<file path="src/rtl/button_counter.sv">
// Two debounced push-buttons drive a 4-bit up/down counter with parallel load.
// A 'wrap' pulse marks the 15<->0 rollover.

module button_counter_debounce #(
  parameter int unsigned DEBOUNCE_CYCLES = 4
) (
  input  logic clk_i,
  input  logic rst_i,
  input  logic btn_n_i,
  output logic press_o,
  output logic busy_o
);

  localparam int unsigned CW = (DEBOUNCE_CYCLES > 2) ? $clog2(DEBOUNCE_CYCLES) : 1;
  localparam logic [CW-1:0] TC = CW'(DEBOUNCE_CYCLES - 1);

  logic          s1_q;
  logic          s2_q;
  logic          db_q;
  logic          db_d;
  logic          db_prev_q;
  logic          press_q;
  logic          press_d;
  logic [CW-1:0] dcnt_q;
  logic [CW-1:0] dcnt_d;

  // Any sample that agrees with the accepted level restarts the qualification window.
  always_comb begin
    db_d   = db_q;
    dcnt_d = '0;
    if (s2_q != db_q) begin
      if (dcnt_q == TC) begin
        db_d   = s2_q;
        dcnt_d = '0;
      end else begin
        dcnt_d = dcnt_q + 1'b1;
      end
    end
    press_d = db_prev_q & ~db_q;
  end

  always_ff @(posedge clk_i) begin
    if (rst_i) begin
      s1_q      <= 1'b1;
      s2_q      <= 1'b1;
      db_q      <= 1'b1;
      db_prev_q <= 1'b1;
      dcnt_q    <= '0;
      press_q   <= 1'b0;
    end else begin
      s1_q      <= btn_n_i;
      s2_q      <= s1_q;
      db_q      <= db_d;
      db_prev_q <= db_q;
      dcnt_q    <= dcnt_d;
      press_q   <= press_d;
    end
  end

  assign press_o = press_q;
  assign busy_o  = (s2_q != db_q);

endmodule

module button_counter #(
  parameter int unsigned DEBOUNCE_CYCLES = 4
) (
  input  logic       clk,
  input  logic       rst,
  input  logic       btn_up_n,
  input  logic       btn_down_n,
  input  logic       load_en,
  input  logic [3:0] load_val,
  output logic [3:0] count,
  output logic       wrap,
  output logic       busy
);

  logic       up_press;
  logic       dn_press;
  logic       up_busy;
  logic       dn_busy;
  logic [3:0] count_q;
  logic [3:0] count_d;
  logic       wrap_q;
  logic       wrap_d;

  button_counter_debounce #(
    .DEBOUNCE_CYCLES(DEBOUNCE_CYCLES)
  ) u_db_up (
    .clk_i  (clk),
    .rst_i  (rst),
    .btn_n_i(btn_up_n),
    .press_o(up_press),
    .busy_o (up_busy)
  );

  button_counter_debounce #(
    .DEBOUNCE_CYCLES(DEBOUNCE_CYCLES)
  ) u_db_dn (
    .clk_i  (clk),
    .rst_i  (rst),
    .btn_n_i(btn_down_n),
    .press_o(dn_press),
    .busy_o (dn_busy)
  );

  // Load beats presses; simultaneous up and down cancel out.
  always_comb begin
    count_d = count_q;
    wrap_d  = 1'b0;
    if (load_en) begin
      count_d = load_val;
    end else if (up_press && !dn_press) begin
      count_d = count_q + 4'd1;
      wrap_d  = (count_q == 4'hF);
    end else if (dn_press && !up_press) begin
      count_d = count_q - 4'd1;
      wrap_d  = (count_q == 4'h0);
    end
  end

  always_ff @(posedge clk) begin
    if (rst) begin
      count_q <= 4'h0;
      wrap_q  <= 1'b0;
    end else begin
      count_q <= count_d;
      wrap_q  <= wrap_d;
    end
  end

  assign count = count_q;
  assign wrap  = wrap_q;
  assign busy  = up_busy | dn_busy;

endmodule

</file>
<file path="config.mk">
export PLATFORM = sky130hd
export DESIGN_NAME = button_counter
export DESIGN_NICKNAME = d
export VERILOG_FILES = /design/src/rtl/button_counter.sv
export SDC_FILE = /design/constraint.sdc
export NUM_CORES = 1
export LEC_CHECK = 0
export ABC_AREA = 1
export BUFFER_PORTS_ARGS = -buffer_cell sky130_fd_sc_hd__clkbuf_2
export CELL_PAD_IN_SITES_DETAIL_PLACEMENT = 1
export CELL_PAD_IN_SITES_GLOBAL_PLACEMENT = 2
export CORE_MARGIN = 10
export CORE_UTILIZATION = 25
export CTS_BUF_LIST = sky130_fd_sc_hd__clkbuf_16
export CTS_CLUSTER_DIAMETER = 200
export DETAILED_ROUTE_END_ITERATION = 8
export PLACE_DENSITY_LB_ADDON = 0.25
export SKIP_LAST_GASP = 1
export SLEW_MARGIN = 20
export SYNTH_ARGS = -nofsm -noshare
export SYNTH_HDL_FRONTEND = slang
export SYNTH_SLANG_ARGS = --single-unit
</file>
<file path="constraint.sdc">
create_clock -name clk -period 1.6 [get_ports clk]
set_clock_uncertainty 0.2 [all_clocks]
set_input_delay 0.16 -clock clk [delete_from_list [all_inputs] [get_ports clk]]
set_output_delay 0.16 -clock clk [all_outputs]
set_load 0.01 [all_outputs]
</file>
# Word level (Yosys, flattened, before mapping)
# Cells that the tools add are included.
# word_totals
reg_bits	19
inputBits	9
output_inout_bits	6
wordCells	46
# op_classes
add_sub_neg	4
eq_ne	5
mux	5
bitwise_logic	7
reduce_logical	11
# ops
op	n
$mux W4	3
$reduce_or A3 Y1	2
$add A2 B1 Y2 const B	2
$add A4 B1 Y4 const B	1
$eq A2 B2 Y1 const B	2
$eq A4 B4 Y1 const B	1
$logic_not A4 Y1	1
$not A1 Y1	4
$reduce_and A2 Y1	2
$sub A4 B1 Y4 const B	1
$reduce_bool A3 Y1	1
$and A1 B1 Y1	2
$logic_and A1 B1 Y1	2
$logic_not A1 Y1	2
$mux W1	2
$ne A1 B1 Y1	2
$reduce_or A2 Y1	1
$or A1 B1 Y1	1

# Depth between registers and ports, before layout
# logic_depth
ltp_word	5
ltp_mapped	10

# Modules after synthesis
# Synthesis repeated with hierarchy kept, for this count alone.
# unflattened
hier_cells	110
hier_area_um2	887.1
# modules_own_cells
module	n_inst	cells_each	area_each_um2	seq_area_each_um2
button_counter_debounce	2	25	241.5	140.1
button_counter	1	60	404.1	100.1

# Worst setup path after synthesis
# Ideal clock, no wire load.
# synth_timing
path_type	reg2reg
start	register u_db_up.press_q (netlist: u_db_up.press_o)
end	register count_q[3] (netlist: count[3])
setup_time_ns	0.067
t_arrival_ns	1.379
t_required_ns	1.333
path_slack_ns	-0.046
path_stages_with_launch	9
path_buffers	0
synth_period_minus_slack_ns	1.646
cell_sequence	dfxtp_1 -> nand2_2 -> ha_1 -> or2_0 -> nand2_1 -> nand2_1 -> nand3_1 -> nand2_2 -> a21oi_2
# synth_via
elab_chain_len	3
# synth_lines
element	line	source
start: declaration	22	logic press_q;
start signal: assignment	56	press_q <= press_d;
$logic_and A1 B1 Y1 / $logic_not A1 Y1 (equally long branches)	114, 117	
$mux W4 / $logic_and A1 B1 Y1 (equally long branches)	114, 117	
$mux W4 / $reduce_bool A3 Y1 (equally long branches)	-	
end signal: assignment	128	count_q <= count_d;
end: declaration	83	logic [3:0] count_q;
# Several ways; a longest one is shown, not always the timed one.
# A chain may end at the register's enable or synchronous reset.

# Worst setup path in the final report
# layout_timing
start	register u_db_dn.press_q (netlist: u_db_dn.press_o)
end	register count_q[3] (netlist: count[3])
# layout_via
elab_chain_len	4
# layout_lines
element	line	source
start: declaration	22	
start signal: assignment	56	
$logic_not A1 Y1	114	end else if (up_press && !dn_press) begin
$logic_and A1 B1 Y1	114	
$mux W4	114	
$mux W4	112	if (load_en) begin
# Several ways; a longest one is shown, not always the timed one.

==> results_tabular.tex <==
\begin{tabular}{lr}
\hline
Metric & Value \\
\hline
\multicolumn{2}{l}{\textbf{Setup path}} \\
\quad Startpoint of the lowest-slack register-to-register path & u\_db\_dn.press\_o\$\_SDFF\_PP0\_ \\
\quad Startpoint-to-endpoint class of the critical path & reg2reg \\
\quad Element type at the critical path start & flip-flop \\
\quad Worst r2r path cells & 9 \\
\quad Capturing element type of the critical path & flip-flop \\
\quad Critical Path RT & 1.59 ns \\
\quad Worst Path Max Fanout & 4 \\
\quad Endpoint of the worst register-to-register path & count[3]\$\_SDFFE\_PP0P\_ \\
\quad Worst EP arrival & 1.50 ns \\
\quad Worst reg2reg setup slack & 0.08 ns \\
\multicolumn{2}{l}{\textbf{Synth}} \\
\quad Sequential area share after synthesis & 45.2\% \\
\quad Async S/R FF share, synth & 0\% \\
\quad Post-synthesis sequential element count & 19 \\
\quad Post-synth EDFFs & 0 \\
\quad Number of nets in the synthesized netlist & 119 \\
\quad Area share of fa/ha/maj cells after synthesis & 8.33\% \\
\quad Count of unique library cells instantiated by Yosys & 23 \\
\quad Post-Syn Area & 841 um2 \\
\quad Leading cell types by total area after synthesis & sky130\_fd\_sc\_hd\_\_dfxtp\_1 (45\%), sky130\_fd\_sc\_hd\_\_nand2\_1 (9.8\%), sky130\_fd\_sc\_hd\_\_ha\_1 (6.0\%), sky130\_fd\_sc\_hd\_\_nor2\_1 (4.9\%), sky130\_fd\_sc\_hd\_\_nand3\_1 (4.8\%) \\
\quad Dominant synthesized flop cell & sky130\_fd\_sc\_hd\_\_dfxtp\_1 \\
\quad Largest family of logic cells by synthesized area & simple AND/OR/NAND/NOR gates \\
\quad Complex-gate fraction of the synthesized area & 8.33\% \\
\quad Total number of yosys warnings & 0 \\
\quad Syn Area/Cell & 8.01 um2 \\
\quad Commonest cells in the netlist & sky130\_fd\_sc\_hd\_\_nand2\_1 (22), sky130\_fd\_sc\_hd\_\_dfxtp\_1 (19), sky130\_fd\_sc\_hd\_\_nor2\_1 (11) \\
\quad Count leader, synth & sky130\_fd\_sc\_hd\_\_nand2\_1 \\
\quad Cells after synthesis & 105 \\
\quad Proportion of synthesized area in mux cells & 0\% \\
\quad Xor/xnor cell area share of the yosys netlist & 3.13\% \\
\quad Simple logic cell fraction of the synthesized area & 29.6\% \\
\quad Fraction of synthesized cell area taken by the top area cell type & 45.2\% \\
\quad Most area-hungry cell type in the Yosys netlist & sky130\_fd\_sc\_hd\_\_dfxtp\_1 \\
\multicolumn{2}{l}{\textbf{GRT}} \\
\quad Largest net degree at the start of global routing & 12 \\
\quad Antenna violations before repair & 0 \\
\quad Number of global-route vias before repair & 760 \\
\quad Overall Global Routing Usage & 7.32\% \\
\quad Global route total overflow & 0 \\
\quad Wire length of the first global-routing pass & 3.53 mm \\
\multicolumn{2}{l}{\textbf{Detailed routing}} \\
\quad Residual antenna-violating net count after detailed routing & 0 \\
\quad Total wire length after detailed routing & 2.14 mm \\
\quad Number of DRC violations after detailed routing & 0 \\
\quad Initial detailed-routing violation count & 26 \\
\quad Detail-routed net length per standard cell & 12.1 um \\
\quad Iteration count of the initial detailed-routing pass & 4 \\
\quad Count of vias placed by the detailed router & 746 \\
\quad Vias per Instance & 4.21 \\
\multicolumn{2}{l}{\textbf{STA}} \\
\quad Share of the clock period used by the worst path & 94.9\% \\
\quad Final Hold Violating Endpoints & 0 \\
\quad Max transition margin & 82.1\% \\
\quad Final-report setup violation count & 0 \\
\quad Final setup TNS & 0 ns \\
\quad Maximum frequency from static timing analysis & 658 MHz \\
\quad Worst Max-Slew Pin Slew & 0.268 ns \\
\quad Min cycle time layout & 1.52 ns \\
\quad Setup repair after global routing missed its margin & yes \\
\quad Final Max Tran Viols & 0 \\
\multicolumn{2}{l}{\textbf{Hold path}} \\
\quad Endpoint, Worst Hold & count[0]\$\_SDFFE\_PP0P\_ \\
\quad Count of cells along the worst hold path & 3 \\
\quad Worst min-delay path startpoint & load\_val[0] \\
\quad Worst min-delay path class & in2reg \\
\multicolumn{2}{l}{\textbf{Pwr}} \\
\quad Areal power density over the cells & 992 nW/um2 \\
\quad Leakage Power & 0.544 nW \\
\quad Worst voltage drop across the vdd grid & 0.422 mV \\
\multicolumn{2}{l}{\textbf{Floorplan}} \\
\quad Chip Height & 78.0 um \\
\quad Initial core utilization & 26.9\% \\
\quad Number of rows in the core area & 20 \\
\quad Die area & 6080 um2 \\
\quad Die Span X & 78.0 um \\
\quad I/O pins & 15 \\
\quad Standard cell core area & 3130 um2 \\
\multicolumn{2}{l}{\textbf{Final layout}} \\
\quad Proportion of layout cells with a drive suffix above 1 & 31.6\% \\
\quad Layout net count & 148 \\
\quad Share of the core filled with cells in the final layout & 37.2\% \\
\quad Signed area change from the synthesized netlist to the final layout & 38.4\% \\
\quad Number of antenna repair diodes & 0 \\
\quad Flip-flop count of the largest register after layout & 4 \\
\multicolumn{2}{l}{\textbf{CTS}} \\
\quad CTS buffer count & 3 \\
\quad Clk Latency, worst-skew pair & 0.25 ns \\
\quad TritonCTS clock tree & done \\
\quad H-tree lvl count & 1 \\
\quad Root buffer selected by CTS & sky130\_fd\_sc\_hd\_\_clkbuf\_16 \\
\quad Sink Count & 19 \\
\quad Clock-pin slew on the worst setup and hold paths & 0.05 ns \\
\quad Buffer depth of the longest clock path & 2 \\
\multicolumn{2}{l}{\textbf{Placed design}} \\
\quad Dpl hpwl & 1.65 mm \\
\quad Weighted congestion at the end of routability-driven global placement & 0.776 \\
\quad Number of port buffers & 14 \\
\multicolumn{2}{l}{\textbf{Job}} \\
\quad Max-cap check violation count & 0 \\
\multicolumn{2}{l}{\textbf{Run status}} \\
\quad Result of the run & finished, final reports clean \\
\hline
\end{tabular}
==> power by group <==
| group | total (mW) | switching [mW] | internal (mW) |
|---|---|---|---|
| logic | 0.147 | 0.0764 | 0.0703 |
| clock network | 0.503 | 0.168 | 0.335 |
| registers | 0.505 | 0.0158 | 0.489 |
| total | 1.15 | 0.261 | 0.894 |
==> worst max-delay path: stages (launching register included) <==
cell                      delay [ns]
sky130_fd_sc_hd__dfxtp_1        0.31
sky130_fd_sc_hd__inv_2          0.08
sky130_fd_sc_hd__nand2_4        0.08
sky130_fd_sc_hd__ha_4           0.26
sky130_fd_sc_hd__or2_0          0.20
sky130_fd_sc_hd__nand2_1        0.06
sky130_fd_sc_hd__nand2_1        0.07
sky130_fd_sc_hd__nand3_2        0.07
sky130_fd_sc_hd__nand2_2        0.05
sky130_fd_sc_hd__a21oi_2        0.10
==> how the worst max path moves through the flow <==
stage,cells after the start,from,slack (ns),end
2_1_floorplan,8,u_db_up.press_o$_SDFF_PP0_,0.04,count[3]$_SDFFE_PP0P_
3_3_place_gp,9,u_db_dn.press_o$_SDFF_PP0_,0.07,count[3]$_SDFFE_PP0P_
3_5_place_dp,6,u_db_dn.press_o$_SDFF_PP0_,-0.03,count[2]$_SDFFE_PP0P_
4_1_cts,6,u_db_dn.press_o$_SDFF_PP0_,0.01,count[2]$_SDFFE_PP0P_
5_1_grt,6,u_db_dn.press_o$_SDFF_PP0_,-0.02,count[2]$_SDFFE_PP0P_
6_report,9,u_db_dn.press_o$_SDFF_PP0_,0.08,count[3]$_SDFFE_PP0P_
==> layout make-up <==
cell class	instances	area [um2]
Clock buffer	3	75.1
Sequential cell	19	382
Timing Repair Buffer	25	165
Inverter	11	41.3
Tap cell	44	55.1
Clock inverter	1	5.00
Multi-Input combinational cell	74	440
Fill cell	389	1960
==> repair_timing <==
action / in CTS / in global routing
pin swaps: 2 / 6
gates resized for setup: 2 / 2
buffers inserted: 0 / 2
hold endpoints to repair: 5 / 0
gates cloned: 0 / 0
hold buffers: 5 / 0
endpoints found under the setup margin: 1 / 3
==> logic make-up (layout without fill, tap and decap cells) <==
family          count (synthesis)  count (layout)
buf+inv                        12              40
xor+xnor                        3               3
compound gates                 12              12
simple gates                   54              54
fa+ha+maj                       5               5
flops                          19              19
==> metal layers <==
layer	track usage (%)	vias up	wire length, um
met4	2.87	0	17
met2	11.9	13	1020
met5	0	-	0
met1	8.14	342	977
met3	3.46	2	128
li1	-	389	-
==> stage by stage <==
step | instances | total power, mW | hold WS, ns | setup WS [ns] | instance area, um2
floorplan | 105 | 0.597 | 0.0638 | 0.0428 | 853
global placement | 166 | 0.646 | 0.144 | 0.0714 | 1000
detailed placement | 166 | 0.652 | 0.148 | -0.0335 | 1000
CTS | 175 | 1.18 | 0.0143 | 0.0107 | 1140
global route | 177 | 1.22 | 0.0238 | -0.0157 | 1160
finish | 177 | 1.15 | 0.0167 | 0.0812 | 1160
==> cells in the final DEF (no fill, tap or decap), drive strengths merged <==
master       count
nand3            8
or2              7
dfxtp           19
ha               4
nand2           25
dlygate4sd3      5
fa               1
inv             11
a21oi            5
o21ai            5
clkinv           1
nor3             1
a31oi            2
xnor2            2
clkbuf          17
buf              6
nor2            13
xor2             1
(Power assumes the default switching activity.)
